### config.mk
export PLATFORM = sky130hd
export DESIGN_NAME = hex_inverter_prober
export DESIGN_NICKNAME = d
export VERILOG_FILES = /design/src/rtl/hex_inverter_prober.sv
export SDC_FILE = /design/constraint.sdc
export NUM_CORES = 1
export LEC_CHECK = 0
export CAP_MARGIN = 0
export CORE_UTILIZATION = 45
export CTS_BUF_LIST = sky130_fd_sc_hd__clkbuf_8
export CTS_CLUSTER_SIZE = 8
export DETAILED_ROUTE_END_ITERATION = 10
export GPL_TIMING_DRIVEN = 0
export PLACE_DENSITY = 0.7
export SETUP_SLACK_MARGIN = 0.15
export SLEW_MARGIN = 20
export SYNTH_ARGS = -nofsm -noshare
export SYNTH_HDL_FRONTEND = slang
export SYNTH_SLANG_ARGS = --single-unit
### constraint.sdc
create_clock -name clk -period 4.8 [get_ports clk]
set_input_delay 0.96 -clock clk [delete_from_list [all_inputs] [get_ports clk]]
set_output_delay 0.96 -clock clk [all_outputs]
set_load 0.02 [all_outputs]
### src/rtl/hex_inverter_prober.sv
// Hex inverter prober: drives every WIDTH-bit pattern in ascending order onto a
// gate package, waits SETTLE cycles, and checks the response against the
// expected polarity. It counts the mismatching patterns and records the first
// failing stimulus.
//
// Ports:
//   clk          rising-edge clock
//   reset        asynchronous active-high reset
//   start        run request, sampled only in IDLE
//   a_out        registered stimulus to the gate inputs
//   y_in         gate outputs, sampled only in SAMPLE
//   busy         high from the cycle after start through the last SAMPLE cycle
//   done         one-cycle end-of-run pulse
//   pass         run completed with no mismatches, held until the next start
//   err_count    number of mismatching patterns in the current or last run
//   fail_valid   at least one mismatch recorded
//   fail_pattern stimulus of the first mismatch
module hex_inverter_prober #(
    parameter int unsigned WIDTH  = 6,
    parameter int unsigned SETTLE = 2,
    parameter bit          INVERT = 1'b1
) (
    input  logic             clk,
    input  logic             reset,
    input  logic             start,
    output logic [WIDTH-1:0] a_out,
    input  logic [WIDTH-1:0] y_in,
    output logic             busy,
    output logic             done,
    output logic             pass,
    output logic [WIDTH:0]   err_count,
    output logic             fail_valid,
    output logic [WIDTH-1:0] fail_pattern
);

    localparam int unsigned CntW       = (SETTLE > 1) ? $clog2(SETTLE) : 1;
    localparam int unsigned SettleLast = (SETTLE > 0) ? SETTLE - 1 : 0;

    typedef enum logic [2:0] {
        StIdle,
        StDrive,
        StWait,
        StSample,
        StDone
    } state_t;

    state_t            state;
    logic [WIDTH-1:0]  pat_cnt;
    logic [CntW-1:0]   wait_cnt;
    logic [WIDTH-1:0]  expected;
    logic              mismatch;

    always_comb begin
        expected = INVERT ? ~a_out : a_out;
        mismatch = (y_in != expected);
    end

    always_ff @(posedge clk or posedge reset) begin
        if (reset) begin
            state        <= StIdle;
            pat_cnt      <= '0;
            wait_cnt     <= '0;
            a_out        <= '0;
            busy         <= 1'b0;
            done         <= 1'b0;
            pass         <= 1'b0;
            err_count    <= '0;
            fail_valid   <= 1'b0;
            fail_pattern <= '0;
        end else begin
            done <= 1'b0;
            unique case (state)
                StIdle: begin
                    if (start) begin
                        pat_cnt      <= '0;
                        err_count    <= '0;
                        pass         <= 1'b0;
                        fail_valid   <= 1'b0;
                        fail_pattern <= '0;
                        busy         <= 1'b1;
                        state        <= StDrive;
                    end
                end
                StDrive: begin
                    a_out    <= pat_cnt;
                    wait_cnt <= '0;
                    state    <= (SETTLE > 0) ? StWait : StSample;
                end
                StWait: begin
                    if (wait_cnt == CntW'(SettleLast)) begin
                        state <= StSample;
                    end else begin
                        wait_cnt <= wait_cnt + CntW'(1);
                    end
                end
                StSample: begin
                    if (mismatch) begin
                        err_count <= err_count + {{WIDTH{1'b0}}, 1'b1};
                        if (!fail_valid) begin
                            fail_valid   <= 1'b1;
                            fail_pattern <= a_out;
                        end
                    end
                    if (a_out == {WIDTH{1'b1}}) begin
                        busy  <= 1'b0;
                        done  <= 1'b1;
                        // Fold in a mismatch found on this final pattern.
                        pass  <= !mismatch && (err_count == '0);
                        state <= StDone;
                    end else begin
                        pat_cnt <= pat_cnt + {{(WIDTH-1){1'b0}}, 1'b1};
                        state   <= StDrive;
                    end
                end
                StDone: begin
                    state <= StIdle;
                end
                default: begin
                    state <= StIdle;
                end
            endcase
        end
    end

endmodule

==> flow_summary_export.csv, run 1 <==
group,metric,value,unit
critical_path,cp.depth,5,
critical_path,slowest_delay,0.69,ns
timing,relSlewSlack,48.1,%
timing,slew_viol_final,0,
global_route,grt_pass1_vias,1555,
global_route,grt_usage,23.4,%
die,initial_core_util,47.8,%
synthesis,muxShareOfSynthArea,3.43,%
power,total_power,1.29,mW
detailed_routing,drtPass1Iterations,4,
synthesis,synth_nets,194,
final_layout,syn2layout_area_growth,25.5,%
timing,clock_skew,0.00463,ns
die,core,0.00374,mm^2
power,power.leakage,0.970,nW
critical_path,worstPathCellList,"clkdlybuf4s50_1, xor2_1, nand4_1, o21ai_0, o211ai_1",
timing,post-route-period-util,54.2,%
final_layout,multi_input_area,857,um^2
final_layout,antennaDiodeCount,0,
synthesis,synth_compound_area_share,16.7,%
clocking,post_cts_resized,0,
clocking,cts_setup_buffers,0,
synthesis,ys.flop_type,"dfrtp_1",
critical_path,critPathTopFamily,"compound AO/OA/AOI/OAI gates",
clocking,h-tree-depth,2,
critical_path,crit_type,"primary input to register",
worst_hold_path,min_path_type,"register to register",
final_layout,drive_gt1_share,13.1,%
clocking,clock_sinks,33,
critical_path,crit_path_end_kind,"register",
die,placementRows,22,
synthesis,ys_seq_area_share,46.2,%
synthesis,ys_warn_count,0,
synthesis,synth_simple_gate_area_share,22.2,%
clocking,path_clk_slew,0.07,ns
timing,grt_setup_unrepaired,"false",
synthesis,synth_top_family_by_area,"simple AND/OR/NAND/NOR gates",
detailed_routing,via_per_inst,5.78,
placement,dp_hpwl,3100,um
global_route,grt_overflow,0,
global_route,antenna_found_initial,0,
critical_path,critPathLaunchType,"primary input",
synthesis,postSynthCellCount,182,
synthesis,async_flop_share,100,%
detailed_routing,drt-initial-drc-count,75,
timing,setup_viol,0,
die,dieHeight,65.1,um
clocking,insertion_delay,0.28,ns
final_layout,final_nets,232,
synthesis,synth_area,0.00179,mm^2
power,vdd_drop_max,289,uV
critical_path,cp_slowest_cell,"o21ai_0",
detailed_routing,drt-total-wl,4390,um
timing,fmax,0.384,GHz
critical_path,cp.required,4.93,ns
synthesis,yosys.cell_types.count,41,
clocking,cts_buffers,5,
die,die_area,0.00423,mm^2
outcome,status,"complete, no violations",
clocking,cts_hold_buf,0,
critical_path,path_max_fanout,6,
synthesis,ys_ff_latch,33,
critical_path,arrival,2.73,ns
placement,io_buffers,31,
detailed_routing,drc,0,
timing,final_hold_viol_count,0,
global_route,grt_max_degree,34,
synthesis,synth_enable_flop_cells,0,
critical_path,critPathBufInv,1,
die,die_w,65.1,um
synthesis,synth_fa_ha_area_share,2.10,%
final_layout,seq_area,826,um^2
run,max_cap_viol_count,0,
placement,gp_congestion,0.802,
clocking,clk_path_buf_depth,2,
timing,max_slew.worst_pin.slew,0.770,ns
critical_path,reg2regPathDepth,4,
synthesis,synth-xor-area-share,3.43,%
final_layout,fillers,336,
synthesis,syn_area_per_cell,9.83,um^2
global_route,grt_pass1_wl,7380,um
detailed_routing,wire_per_inst,16.3,um
timing,period_minus_slack,2.60,ns
detailed_routing,num_vias,1554,
clocking,clockRootBuffer,"clkbuf_8",
timing,fin_setup_tns,0,ns
die,io_pins,32,
power,power_density,574,mW/mm^2
detailed_routing,ant_nets,0,
clocking,cts_tree,"done",
worst_hold_path,holdPathStages,2,
cell usage after synthesis, types with 2 or more instances:
master     count  share of area [%]
buf_4          2               0.84
dfrtp_1       33                 46
a2111oi_0      2               0.98
nor4_1         3                1.0
nor2_1         9                1.9
mux2i_1        5                2.8
buf_6          2                1.3
o21ai_0       22                6.2
xnor2_1        3                1.5
a21o_2         2               0.98
inv_1         11                2.3
or2_2          3                1.0
ha_1           3                2.1
a211o_1        2               0.98
a22o_1         3                1.5
nand4_1        8                2.8
clkbuf_1       2               0.42
a21oi_1        4                1.1
buf_2          4                1.1
and3_1         2               0.70
xor2_1         4                2.0
or4_1          2               0.84
o211ai_1       6                2.5
nand2_1       18                3.8
o31ai_1        4                1.7
nor3b_1        2               0.84
nand3_1        7                2.0
cell families (layout without fill, tap and decap cells):
kind of cell             after synthesis  after routing
AO/OA/AOI/OAI                         47             47
XOR/XNOR                               7              7
adder cells (fa/ha/maj)                3              3
buffers and inverters                 21             60
flip-flops                            33             33
multiplexers                           6              6
AND/OR/NAND/NOR                       65             65
final timing paths:
kind | startpoint | endpoint | slack [ns]
worst min-delay path | pass$_DFFE_PP0P_ | pass$_DFFE_PP0P_ | 0.54
min in group asynchronous | reset | busy$_DFFE_PP0P_ | 1.11
worst max register to register | a_out[4]$_DFFE_PP0N_ | fail_pattern[3]$_DFFE_PP0P_ | 2.90
worst max-delay path | y_in[3] | fail_pattern[3]$_DFFE_PP0P_ | 2.20
max in group asynchronous | reset | err_count[3]$_DFFE_PP0P_ | 3.23
worst min register to register | pass$_DFFE_PP0P_ | pass$_DFFE_PP0P_ | 0.54
per-layer routing:
layer,vias to the layer above,wire (um),GRT usage [%]
met2,57,2070,36.8
met4,0,51,7.34
li1,732,-,-
met5,-,0,0
met1,759,2000,31.0
met3,6,272,6.51
tightest hold or removal path, delay by kind of cell (launching register included):
family | cells | cell delay [ns]
DFF | 1 | 0.36
and+or+nand+nor | 1 | 0.07
AOI/OAI and AO/OA | 1 | 0.07
state kept, by name, summed over array words and instances (netlist names):
register,flops
err_count,7
a_out,6
fail_pattern,6
pat_cnt,6
state,3
busy,1
done,1
fail_valid,1
pass,1
wait_cnt,1
final cells by class:
type,instances,area share (%)
inverters,11,1.84
plain buffers,10,2.90
flip-flops and latches,33,36.8
well taps,48,2.67
repair buffers,31,13.8
clock buffers,5,3.06
multi-input cells,128,38.2
clock inverters,3,0.780
placed cells by master (no fill, tap or decap), types with 2 or more instances in the layout:
master / synthesis / final
a21oi_1: 4 / 4
dfrtp_1: 33 / 33
ha_1: 3 / 3
nor2_1: 9 / 9
clkbuf_8: 0 / 5
clkinv_2: 0 / 2
o21ai_0: 22 / 22
buf_2: 4 / 4
inv_1: 11 / 10
clkdlybuf4s50_1: 0 / 31
nand2_1: 18 / 18
nor4_1: 3 / 3
a2111oi_0: 2 / 2
xnor2_1: 3 / 3
o211ai_1: 6 / 6
nand4_1: 8 / 8
a21o_2: 2 / 2
o31ai_1: 4 / 4
mux2i_1: 5 / 5
clkbuf_1: 2 / 2
nor3b_1: 2 / 2
nand3_1: 7 / 7
buf_4: 2 / 2
or4_1: 2 / 2
or2_2: 3 / 3
xor2_1: 4 / 4
and3_1: 2 / 2
a22o_1: 3 / 3
a211o_1: 2 / 2
buf_6: 2 / 2
where the power goes:
part	total, mW	switching (mW)	internal [mW]
logic	0.625	0.361	0.264
clock network	0.202	0.102	0.100
registers	0.463	0.0986	0.365
per-stage QoR:
step	cells	instance area [um^2]	worst slack [ns]	util (%)	hold slack, ns
5_1_grt	269	2250	2.07	60.0	0.583
4_1_cts	269	2250	2.27	60.0	0.533
3_5_place_dp	261	2160	1.98	57.7	0.515
6_report	269	2250	2.20	60.0	0.539
3_3_place_gp	261	2160	2.07	57.7	0.505
2_1_floorplan	182	1790	2.73	-	0.466
Power figures use the tool's default switching activity.
==> inputs of run 2 (changes only) <==
Settings changed: PLACE_DENSITY 0.7 to 0.73.
Clock period 4.8 ns to 2.2 ns, I/O delays scaled along.
==> run 2 against run 1 <==
Effect of this change: clock power increased to 2.9 times the previous value; critical path depth increased by 1; sequential share of layout area fell by 0.51 points; power rose by 130%; count of clock-buffer cells in the layout grew 1; critical endpoint is now err_count[0]$_DFFE_PP0P_.
==> flow_summary_export.csv, run 2 (synthesis gave the netlist of run 1 again) <==
group,metric,value,unit
clocking,path_clk_slew,0.07,ns
placement,dp.cells,261,
detailed_routing,num_vias,1545,
timing,setup_ws,0.275,ns
final_layout,final_cells,269,
clocking,post_cts_resized,0,
final_layout,syn2layout_area_growth,27.3,%
worst_hold_path,min_path_type,"register to register",
worst_hold_path,hp-start,"busy$_DFFE_PP0P_",
timing,slew_viol_final,0,
power,vdd_drop_max,947,uV
placement,place_area,0.00216,mm^2
detailed_routing,wire_per_inst,16.2,um
final_layout,drive_gt1_share,13.1,%
worst_hold_path,holdPathStages,2,
outcome,status,"complete, no violations",
placement,gp_congestion,0.837,
clocking,cts_tree,"done",
final_layout,final_nets,232,
final_layout,final_cell_area,0.00228,mm^2
global_route,grt_pass1_vias,1506,
worst_hold_path,hold_path_end,"busy$_DFFE_PP0P_",
clocking,clock_sinks,33,
clocking,clockRootBuffer,"clkbuf_8",
critical_path,crit_type,"primary input to register",
power,power.leakage,0.992,nW
clocking,h-tree-depth,2,
power,total_power,2.97,mW
timing,clock_skew,0.00260,ns
clocking,cts_buffers,5,
clocking,cts_setup_buffers,0,
global_route,grt_pass1_wl,7310,um
final_layout,multi_input_area,857,um^2
timing,max_slew.worst_pin.slew,0.692,ns
final_layout,layout_commonest_cell,"dfrtp_1",
power,power_density,1310,mW/mm^2
final_layout,antennaDiodeCount,0,
clocking,cts_hold_buf,0,
die,die_area,0.00423,mm^2
critical_path,worstReg2RegStart,"state[1]$_DFFE_PP0P_",
clocking,insertion_delay,0.28,ns
critical_path,critPathLaunchType,"primary input",
die,dieHeight,65.1,um
die,placementRows,22,
global_route,grt_overflow,0,
die,io_pins,32,
final_layout,largest_reg_flops,7,
detailed_routing,via_per_inst,5.74,
timing,period_minus_slack,1.93,ns
final_layout,regMostFlops,"err_count",
final_layout,fillers,335,
timing,fin_setup_tns,0,ns
global_route,grt_usage,23.2,%
run,max_cap_viol_count,0,
critical_path,cp.required,2.37,ns
clocking,clk_path_buf_depth,2,
timing,post-route-period-util,87.5,%
critical_path,crit_path_end_kind,"register",
critical_path,reg2reg_slack,0.37,ns
placement,pre_cts_ws,-0.146,ns
detailed_routing,drt-total-wl,4370,um
timing,holdWs,0.549,ns
global_route,grt_max_degree,34,
timing,grt_setup_unrepaired,"false",
placement,io_buffers,31,
detailed_routing,ant_nets,0,
placement,dp_hpwl,3100,um
timing,setup_viol,0,
final_layout,seq_area,826,um^2
die,initial_core_util,47.8,%
detailed_routing,drt-initial-drc-count,93,
critical_path,r2r_end,"err_count[4]$_DFFE_PP0P_",
critical_path,reg2regPathDepth,6,
timing,fmax,0.519,GHz
timing,relSlewSlack,53.8,%
final_layout,fin_util,60.8,%
detailed_routing,drc,0,
global_route,antenna_found_initial,0,
die,core,0.00374,mm^2
critical_path,path_max_fanout,10,
detailed_routing,drtPass1Iterations,4,
critical_path,arrival,2.10,ns
final_layout,final_cell_mix,"33 x dfrtp_1, 31 x clkdlybuf4s50_1, 21 x o21ai_0, 18 x nand2_1, 11 x inv_1",
timing,final_hold_viol_count,0,
die,die_w,65.1,um
[run 2: area by class of cell]
class / instances / share of cell area (%)
clock buffers: 6 / 3.63
well taps: 48 / 2.64
clock inverters: 2 / 1.48
multi-input cells: 128 / 37.6
plain buffers: 10 / 2.91
inverters: 11 / 1.81
flip-flops and latches: 33 / 36.3
repair buffers: 31 / 13.6
[run 2: worst max-delay path by stage]
stage                                    start                          end  slack [ns]
after floorplan           state[1]$_DFFE_PP0P_     err_count[3]$_DFFE_PP0P_        0.51
after global placement                 y_in[1]     err_count[0]$_DFFE_PP0P_      -0.003
after detailed placement               y_in[2]  fail_pattern[0]$_DFFE_PP0P_       -0.15
after CTS                              y_in[2]  fail_pattern[2]$_DFFE_PP0P_        0.19
after global routing                   y_in[2]     err_count[0]$_DFFE_PP0P_        0.21
final                                  y_in[2]     err_count[0]$_DFFE_PP0P_        0.27
[run 2: layer usage]
layer / global-route usage [%] / part of all wire (%) / wire (um)
met4: 9.24 / 1.8 / 80
met5: 0 / 0 / 0
met3: 4.93 / 5.6 / 244
met1: 31.5 / 45 / 1970
met2: 36.1 / 47 / 2070
[run 2: power by group]
group          total (mW)  leakage (nW)  internal [mW]  switching, mW
Combinational        1.37         0.495          0.579          0.789
Clock               0.593        0.0626          0.365          0.228
Sequential           1.01         0.434          0.795          0.218
[run 2: worst max-delay path: stages]
cell,delay [ns]
clkdlybuf4s50_1,0.47
xor2_1,0.19
and4_1,0.28
buf_2,0.23
a21oi_1,0.18
mux2_2,0.31
